===== config.mk =====
export PLATFORM = sky130hd
export DESIGN_NAME = pipeline_ctrl
export DESIGN_NICKNAME = d
export VERILOG_FILES = /design/src/rtl/pipeline_ctrl.sv
export SDC_FILE = /design/constraint.sdc
export NUM_CORES = 1
export LEC_CHECK = 0
export CAP_MARGIN = 20
export CORE_MARGIN = 2
export CORE_UTILIZATION = 56
export DETAILED_ROUTE_END_ITERATION = 7
export PLACE_DENSITY = 0.9
export SYNTH_ARGS = -nofsm -noshare
export SYNTH_HDL_FRONTEND = slang
export SYNTH_SLANG_ARGS = --single-unit

===== constraint.sdc =====
create_clock -name clk -period 5.1 [get_ports clk]
set_clock_uncertainty 0.2 [all_clocks]
set_input_delay 1.02 -clock clk [delete_from_list [all_inputs] [get_ports clk]]
set_output_delay 1.02 -clock clk [all_outputs]
set_load 0.02 [all_outputs]

===== src/rtl/pipeline_ctrl.sv =====
// Pipeline sequencer: merges stall, redirect and memory handshakes into
// per-stage write enables, and runs the reset flush, DMEM timeout and halt.
module pipeline_ctrl #(
    parameter int unsigned FLUSH_CYCLES = 4,
    parameter int unsigned DMEM_TIMEOUT = 255,
    parameter int unsigned CNT_W        = 32
) (
    input  logic             clk,
    input  logic             reset,
    input  logic             i_hazard_stall,
    input  logic             i_redirect,
    input  logic             i_imem_ready,
    input  logic             i_dmem_req,
    input  logic             i_dmem_ready,
    input  logic             i_halt_req,
    output logic             o_pc_we,
    output logic             o_pc_sel,
    output logic             o_if_id_we,
    output logic             o_if_id_flush,
    output logic             o_id_ex_we,
    output logic             o_id_ex_bubble,
    output logic             o_ex_mem_we,
    output logic             o_mem_wb_we,
    output logic             o_mem_wb_bubble,
    output logic             o_halted,
    output logic             o_bus_error,
    output logic [CNT_W-1:0] o_stall_cycles
);

    localparam int FW = (FLUSH_CYCLES > 1) ? $clog2(FLUSH_CYCLES) : 1;
    localparam int TW = $clog2(DMEM_TIMEOUT + 1);

    typedef enum logic [1:0] {
        INIT,
        RUN,
        DMEM_WAIT,
        HALT
    } state_e;

    state_e           state_q, state_d;
    logic [FW-1:0]    flush_q, flush_d;
    logic [TW-1:0]    wait_q, wait_d;
    logic [CNT_W-1:0] cnt_q, cnt_d;
    logic             frz;
    logic             run_ev;

    always_comb begin
        state_d         = state_q;
        flush_d         = flush_q;
        wait_d          = wait_q;
        frz             = 1'b0;
        run_ev          = 1'b0;
        o_pc_we         = 1'b0;
        o_pc_sel        = 1'b0;
        o_if_id_we      = 1'b0;
        o_if_id_flush   = 1'b0;
        o_id_ex_we      = 1'b0;
        o_id_ex_bubble  = 1'b0;
        o_ex_mem_we     = 1'b0;
        o_mem_wb_we     = 1'b0;
        o_mem_wb_bubble = 1'b0;
        o_halted        = 1'b0;
        o_bus_error     = 1'b0;
        unique case (state_q)
            INIT: begin
                o_if_id_we      = 1'b1;
                o_if_id_flush   = 1'b1;
                o_id_ex_we      = 1'b1;
                o_id_ex_bubble  = 1'b1;
                o_ex_mem_we     = 1'b1;
                o_mem_wb_we     = 1'b1;
                o_mem_wb_bubble = 1'b1;
                if (flush_q == '0) state_d = RUN;
                else flush_d = flush_q - 1'b1;
            end
            RUN: begin
                if (i_dmem_req && !i_dmem_ready) begin
                    frz     = 1'b1;
                    state_d = DMEM_WAIT;
                    wait_d  = TW'(1);
                end else begin
                    run_ev = 1'b1;
                end
            end
            DMEM_WAIT: begin
                if (!i_dmem_ready) begin
                    frz    = 1'b1;
                    wait_d = wait_q + 1'b1;
                    if (wait_q == TW'(DMEM_TIMEOUT)) begin
                        o_bus_error = 1'b1;
                        state_d     = HALT;
                    end
                end else begin
                    run_ev  = 1'b1;
                    state_d = RUN;
                end
            end
            HALT: o_halted = 1'b1;
            default: state_d = INIT;
        endcase

        if (frz) begin
            o_mem_wb_we     = 1'b1;
            o_mem_wb_bubble = 1'b1;
        end

        // Zero-latency release from DMEM_WAIT shares this priority chain
        if (run_ev) begin
            if (i_halt_req) begin
                o_mem_wb_we     = 1'b1;
                o_mem_wb_bubble = 1'b1;
                state_d         = HALT;
            end else if (i_hazard_stall) begin
                o_id_ex_we     = 1'b1;
                o_id_ex_bubble = 1'b1;
                o_ex_mem_we    = 1'b1;
                o_mem_wb_we    = 1'b1;
            end else if (i_redirect) begin
                o_pc_we       = 1'b1;
                o_pc_sel      = 1'b1;
                o_if_id_we    = 1'b1;
                o_if_id_flush = 1'b1;
                o_id_ex_we    = 1'b1;
                o_ex_mem_we   = 1'b1;
                o_mem_wb_we   = 1'b1;
            end else if (!i_imem_ready) begin
                o_if_id_we    = 1'b1;
                o_if_id_flush = 1'b1;
                o_id_ex_we    = 1'b1;
                o_ex_mem_we   = 1'b1;
                o_mem_wb_we   = 1'b1;
            end else begin
                o_pc_we     = 1'b1;
                o_if_id_we  = 1'b1;
                o_id_ex_we  = 1'b1;
                o_ex_mem_we = 1'b1;
                o_mem_wb_we = 1'b1;
            end
        end
    end

    always_comb begin
        cnt_d = cnt_q;
        if ((state_q == RUN || state_q == DMEM_WAIT) && !o_pc_we && cnt_q != '1)
            cnt_d = cnt_q + 1'b1;
    end

    always_ff @(posedge clk) begin
        if (reset) begin
            state_q <= INIT;
            flush_q <= FW'(FLUSH_CYCLES - 1);
            wait_q  <= '0;
            cnt_q   <= '0;
        end else begin
            state_q <= state_d;
            flush_q <= flush_d;
            wait_q  <= wait_d;
            cnt_q   <= cnt_d;
        end
    end

    assign o_stall_cycles = cnt_q;

endmodule


Yosys cells after proc, flatten, opt, wreduce, memory -nomap -nowiden
Index checks and enable logic that the tools add are counted.
- $add $sub $neg: 3
- equality and inequality tests: 7
- mux-type cells: 47
- bitwise operators: 1
- reduce and logical (&&, ||, !) cells: 11
- operators with widths (kind ; number):
    1-bit two-way mux ; 35
    32-bit by 1-bit adder with 32-bit output, second input constant ; 1
    32-bit != test, second input constant ; 1
    8-bit two-way mux ; 2
    8-bit one-hot mux with 2 select lines ; 1
    2-bit two-way mux ; 6
    8-bit by 1-bit adder with 8-bit output, second input constant ; 1
    8-bit == test, second input constant ; 1
    2-bit one-hot mux with 3 select lines ; 1
    2-bit == test, second input constant ; 2
    2-bit zero test ; 2
    2-bit != test, second input constant ; 2
    1-bit one-hot mux with 2 select lines ; 2
    1-bit logical AND ; 3
    3-bit AND reduction ; 1
    2-bit by 1-bit == test with 1-bit output, second input constant ; 1
    1-bit zero test ; 2
    2-bit AND reduction ; 1
    2-bit nonzero test ; 1
    2-bit by 1-bit subtractor with 2-bit output, second input constant ; 1
    1-bit logical OR ; 1
    1-bit inverter ; 1
- register bits: 44
- input port bits: 8
- output and inout port bits: 43
- logic and storage cells: 73

Logic depth before layout (Yosys ltp)
Gate-level depths: netlist (run 1).
- depth in word-level cells: 8
- depth in mapped cells: 10
- mapped depth without buffers: 7

Least setup slack after synthesis (run 1)
No wires, ideal clock.
- path kind: input to output
- start: in i_dmem_ready
- end: out o_if_id_flush
- arrival: 2.347 ns
- required time: 3.880 ns
- slack: 1.533 ns
- stages on the path: 4
- path buffers: 1
- path through: clkbuf_2 -> o21ai_0 -> a2111o_2 -> o21ai_0
- cells in the longest elaborated chain, start to end: 5
- elaborated cells on any way between the ends: 6
- those cells by class: mux: 4; reduce/logical: 2
- RTL lines (what ; RTL line ; source):
    from (decl) ; 14 ; input logic i_dmem_ready,
    1-bit zero test ; - ;
    1-bit logical AND ; 77 ; if (i_dmem_req && !i_dmem_ready) begin
    1-bit two-way mux ; 77 ;
    1-bit one-hot mux with 2 select lines (*) ; 64 ; unique case (state_q)
    1-bit two-way mux (*) ; 108 ; if (run_ev) begin
    to (decl) ; 19 ; output logic o_if_id_flush,
Every way passes the cells marked *; elsewhere a longest branch is shown, timed or not.

Worst setup path in the final report (run 1)
Same ends and word-level chain as after synthesis.

==> run metrics, run 1 <==
outcome finished clean; root buf cell clkbuf_8; H-tree levels 2; prevailing post-synth register cell dfxtp_1; core area 0.004384 sq mm; FF-to-FF Start state_q[0]$_SDFF_PP0_; DR WL/cell 15.09 um; Setup crit end kind output port; Setup violations, final 0; Final HPWL DP between 4 and 5 mm; Max Cap Viol 0; area leader, netlist dfxtp_1; synth top area cells dfxtp_1 (34%), o31ai_1 (7.9%), or4_1 (6.7%); mapped cell area 0.002577 sq mm; via count approximately 2600; number of port buffers 50; Starting Density 0.5879; WS Path Type in -> out; ys async rst share 0; hold crit path type reg -> reg; number of flops mapped to enable cells by yosys 0; Area growth syn-to-layout 22.43%; Static Leak 1.001 nW; synth warn 0; IO Count 51; Max Fclk approximately 0.22 GHz; Seq/Total Area, Yosys 0.3417; FP Rows 24; Seq cells post-synth 44; clk slew on worst S/H paths roughly 0.08 ns; pre-CTS setup slack 0.6078 ns; fill count around 350; placed insts 399; GRT Util Overall 0.2492; pwr dens 260.0 mW/mm^2; Least-Margin Pin Slew 1.015 ns; Layout Cells excl Fill ~400; setup_tns 0 ns; Synth cell types 54; die height 71.84 um; syn_nets 326; Post-CTS Setup Inserts 0; CTS tree yes; worst path arrival time 3.32 ns; Worst setup SP type input port; antenna violations before repair 0; DRT Pass-1 Iters 5; Inserted Diodes 0; VDD IR max 179.7 uV; Slew Limit Fails 0; die area 0.005161 sq mm; vias in the first global route 2309; Mapped Cells 310; grt total ovfl 0; Routed Antenna Nets 0; RSZ-0062 raised after global routing false; 1st-iter DRT viols 207; fin nets 370; multi-input logic area 0.001536 sq mm; Final GP Congestion 0.8487; largest net degree at the start of global routing 35; Period minus WS final 4.536 ns; Avg Cell Area, Syn just over 8 sq um; Hold Buf Count CTS 0; residual DRC count 0; CTS resizes 0; # clock sinks 44; share of cells above drive strength 1 0.07606; first-pass GRT wire length 10.34 mm; Via density 6.334; crit path launch i_dmem_ready; synth cell count leaders dfxtp_1 (44), a21oi_1 (32), o31ai_1 (27); Max-slew headroom 0.3212; final cycle utilization of the critical path 0.8893; WL final about 6.1 mm; Die W slightly above 70 um; Worst-Skew Late Latency 0.30 ns; register area a little under 900 sq um; final setup margin 0.5644 ns; endpoints failing hold 0; Hold Startpoint flush_q[0]$_SDFFE_PP1P_; share of the synthesized area in the top cell type 0.3417; maximum root-to-sink buffer count 2; count leader, synth dfxtp_1; Max FO, Critical Path 9; required time worst endpoint between 3 and 4 ns; CTS buffer count 5
[sequential cells by signal, summed over array words and instances, names as in the netlist]
name            flops
flush_q             2
o_stall_cycles     32
state_q             2
wait_q              8
[worst max-delay path: stages]
cell,delay [ns]
clkdlybuf4s50_1,0.61
o21ai_0,0.18
a2111o_2,0.59
o21ai_0,0.25
clkdlybuf4s50_1,0.67
[final timing paths]
check	end	slack, ns	depth (start not counted)
worst max register to register	o_stall_cycles[17]$_SDFFE_PP0P_	1.96	8
worst max-delay path	o_if_id_flush	0.56	5
worst min-delay path	flush_q[0]$_SDFFE_PP1P_	0.28	2
worst min register to register	flush_q[0]$_SDFFE_PP1P_	0.28	2
[through the flow]
stage | util | cell area, sq um | hold slack [ns] | total power [W]
floorplan | - | 2577 | 0.2408 | 0.0005253
global placement | 0.6983 | 3062 | 0.2535 | 0.0005825
detailed placement | 0.6983 | 3062 | 0.2599 | 0.0005916
CTS | 0.7197 | 3156 | 0.2808 | 0.0008247
global route | 0.7197 | 3156 | 0.2977 | 0.0008616
finish | 0.7197 | 3156 | 0.2775 | 0.0008205
[final cells by class]
class                           instances  share of cell area
Multi-Input combinational cell        235              0.4869
Timing Repair Buffer                   53              0.1657
Clock buffer                            7             0.02736
Inverter                               15             0.01784
Sequential cell                        44              0.2791
Clock inverter                          1            0.002379
Tap cell                               52             0.02062
[layer usage]
layer / up-vias / share of wire / GRT usage
met1: 1213 / 0.46 / 0.3316
met4: 0 / 0.014 / 0.09015
met2: 90 / 0.47 / 0.3971
li1: 1267 / - / -
met5: - / 0 / 0
met3: 8 / 0.053 / 0.05626
[power breakdown]
group          internal (W)  switching, W
logic             0.0000839      0.000134
clock network      0.000110      0.000124
registers          0.000357     0.0000125
[placed cells by master (no fill, tap or decap), types with 15 or more instances in the layout]
master,n
dfxtp_1,44
a21oi_1,32
nand2_1,26
nand3_1,15
inv_1,15
nor2_1,21
clkdlybuf4s50_1,50
or4_1,23
o31ai_1,27
[cells by family (layout without fill, tap and decap cells)]
group	after synthesis	count (layout)	synth area share
adders and majority gates	8	8	0.03884
xor gates and xnor gates	5	5	0.01699
buffers and inverters	31	76	0.06213
DFF	44	44	0.3417
muxes	3	3	0.01408
and+or+nand+nor	135	135	0.3097
AOI/OAI and AO/OA	84	84	0.2165
(Power assumes the default switching activity.)
==> run 2: changes to the inputs <==
Clock period 5.1 ns to 5.8 ns, I/O delays scaled along.
==> run 2 against run 1 <==
  * Highest routed layer unchanged
  * Largest cell class unchanged
  * Non-clock buffer count stayed put
  * Critical path depth unchanged
  * Sequential power shrank 12%
==> run metrics, run 2 (synthesized netlist as in run 1, its figures left out) <==
worst path arrival time 3.44 ns; 1st-iter DRT viols 303; Max FO, Critical Path 9; Slew Limit Fails 0; vias in the first global route ~2200; DR WL/cell roughly 15 um; hold crit path type reg -> reg; Setup crit end kind output port; Max-slew headroom 0.4246; Routed Antenna Nets 0; placed insts 398; H-tree levels 2; share of cells above drive strength 1 0.07345; Die W just over 70 um; Final GP Congestion 0.8461; most common cell after layout, fill and taps aside clkdlybuf4s50_1; Least-Margin Pin Slew 0.8631 ns; GRT Util Overall 0.2376; maximum root-to-sink buffer count 2; Final HPWL DP 4.219 mm; core area between 0.004 and 0.005 sq mm; residual DRC count 0; RSZ-0062 raised after global routing false; Top Metal Used met4; Setup violations, final 0; first-pass GRT wire length 9.977 mm; Max Fclk about 0.21 GHz; Metal-1 WL 2.767 mm; CTS tree yes; Max Cap Viol 0; endpoints failing hold 0; final cycle utilization of the critical path 0.8278; root buf cell clkbuf_8; Starting Density 0.5879; Worst-Skew Late Latency 0.29 ns; CTS buffer count 5; die area 0.005161 sq mm; most frequent cells in the layout clkdlybuf4s50_1 (50), dfxtp_1 (44), a21oi_1 (32); required time worst endpoint 4.44 ns; final hold slack a little under 0.3 ns; clk slew on worst S/H paths roughly 0.080 ns; pwr dens approximately 220 mW/mm^2; setup_tns 0 ns; WS Path Type in -> out; WL final 6.010 mm; IO Count 51; largest net degree at the start of global routing 35; metal2 WL about 2.8 mm; VDD IR max roughly 140 uV; Post-CTS Setup Inserts 0; Layout Cells excl Fill 406; Design Power 0.0006930 W; outcome finished clean; CTS resizes 0; # clock sinks 44; Inserted Diodes 0; antenna violations before repair 0; fin nets 370; Period minus WS final 4.801 ns; Worst setup SP type input port; FP Rows 24; number of port buffers 50; Area growth syn-to-layout 22.48%; grt total ovfl 0; DRT Pass-1 Iters 6; max reg flops 32; via count between 2000 and 3000; routed wl met3 ~350 um; Hold Buf Count CTS 0; Static Leak 1.003 nW; Via density 6.337; die height 71.84 um
==> run 2: changes by cell type in the layout (fill, tap and decap cells not counted), sizes merged <==
cell / change
clkinvlp: -1
buf: -1
clkinv: +1
==> run 2: per-stage QoR <==
stage          cell area (sq um)    util  worst slack [ns]
2_1_floorplan               2577       -             1.953
3_3_place_gp                3054  0.6966             1.171
3_5_place_dp                3054  0.6966             1.057
4_1_cts                     3132  0.7143             1.052
5_1_grt                     3157  0.7200            0.9048
6_report                    3157  0.7200            0.9986
==> run 2: cell type report <==
type / instances / area (sq um)
Fill cell: 334 / 1227
Inverter: 15 / 56.30
Clock buffer: 6 / 72.57
Sequential cell: 44 / 880.8
Tap cell: 52 / 65.06
Timing Repair Buffer: 53 / 540.5
Clock inverter: 1 / 5.005
Multi-Input combinational cell: 235 / 1536
==> run 2: per-layer routing <==
metal  global-route usage  vias to the layer above
li1                     -                     1277
met1               0.3219                     1204
met2               0.3786                       80
met3              0.05345                       12
met4              0.07338                        0
met5                    0                        -
==> run 2: path summary, 6_finish.rpt <==
path / from / endpoint / slack, ns / depth (start not counted)
setup / recovery: i_dmem_ready / o_if_id_flush / 1.0 / 5
setup reg to reg: state_q[0]$_SDFF_PP0_ / o_stall_cycles[6]$_SDFFE_PP0P_ / 2.61 / 8
hold / removal: flush_q[1]$_SDFFE_PP1P_ / flush_q[1]$_SDFFE_PP1P_ / 0.29 / 2
hold reg to reg: flush_q[1]$_SDFFE_PP1P_ / flush_q[1]$_SDFFE_PP1P_ / 0.29 / 2
==> run 2: critical path, cell delays in order <==
cell             delay (ns)
clkdlybuf4s50_1        0.61
o21ai_0                0.17
a2111o_2               0.60
o21ai_0                0.24
clkdlybuf4s50_1        0.66
==> run 2: power breakdown <==
group | switching, W | total, W | internal, W
Combinational | 0.000116 | 0.000187 | 0.0000707
Clock | 0.000100 | 0.000183 | 0.0000820
Sequential | 0.0000104 | 0.000324 | 0.000313
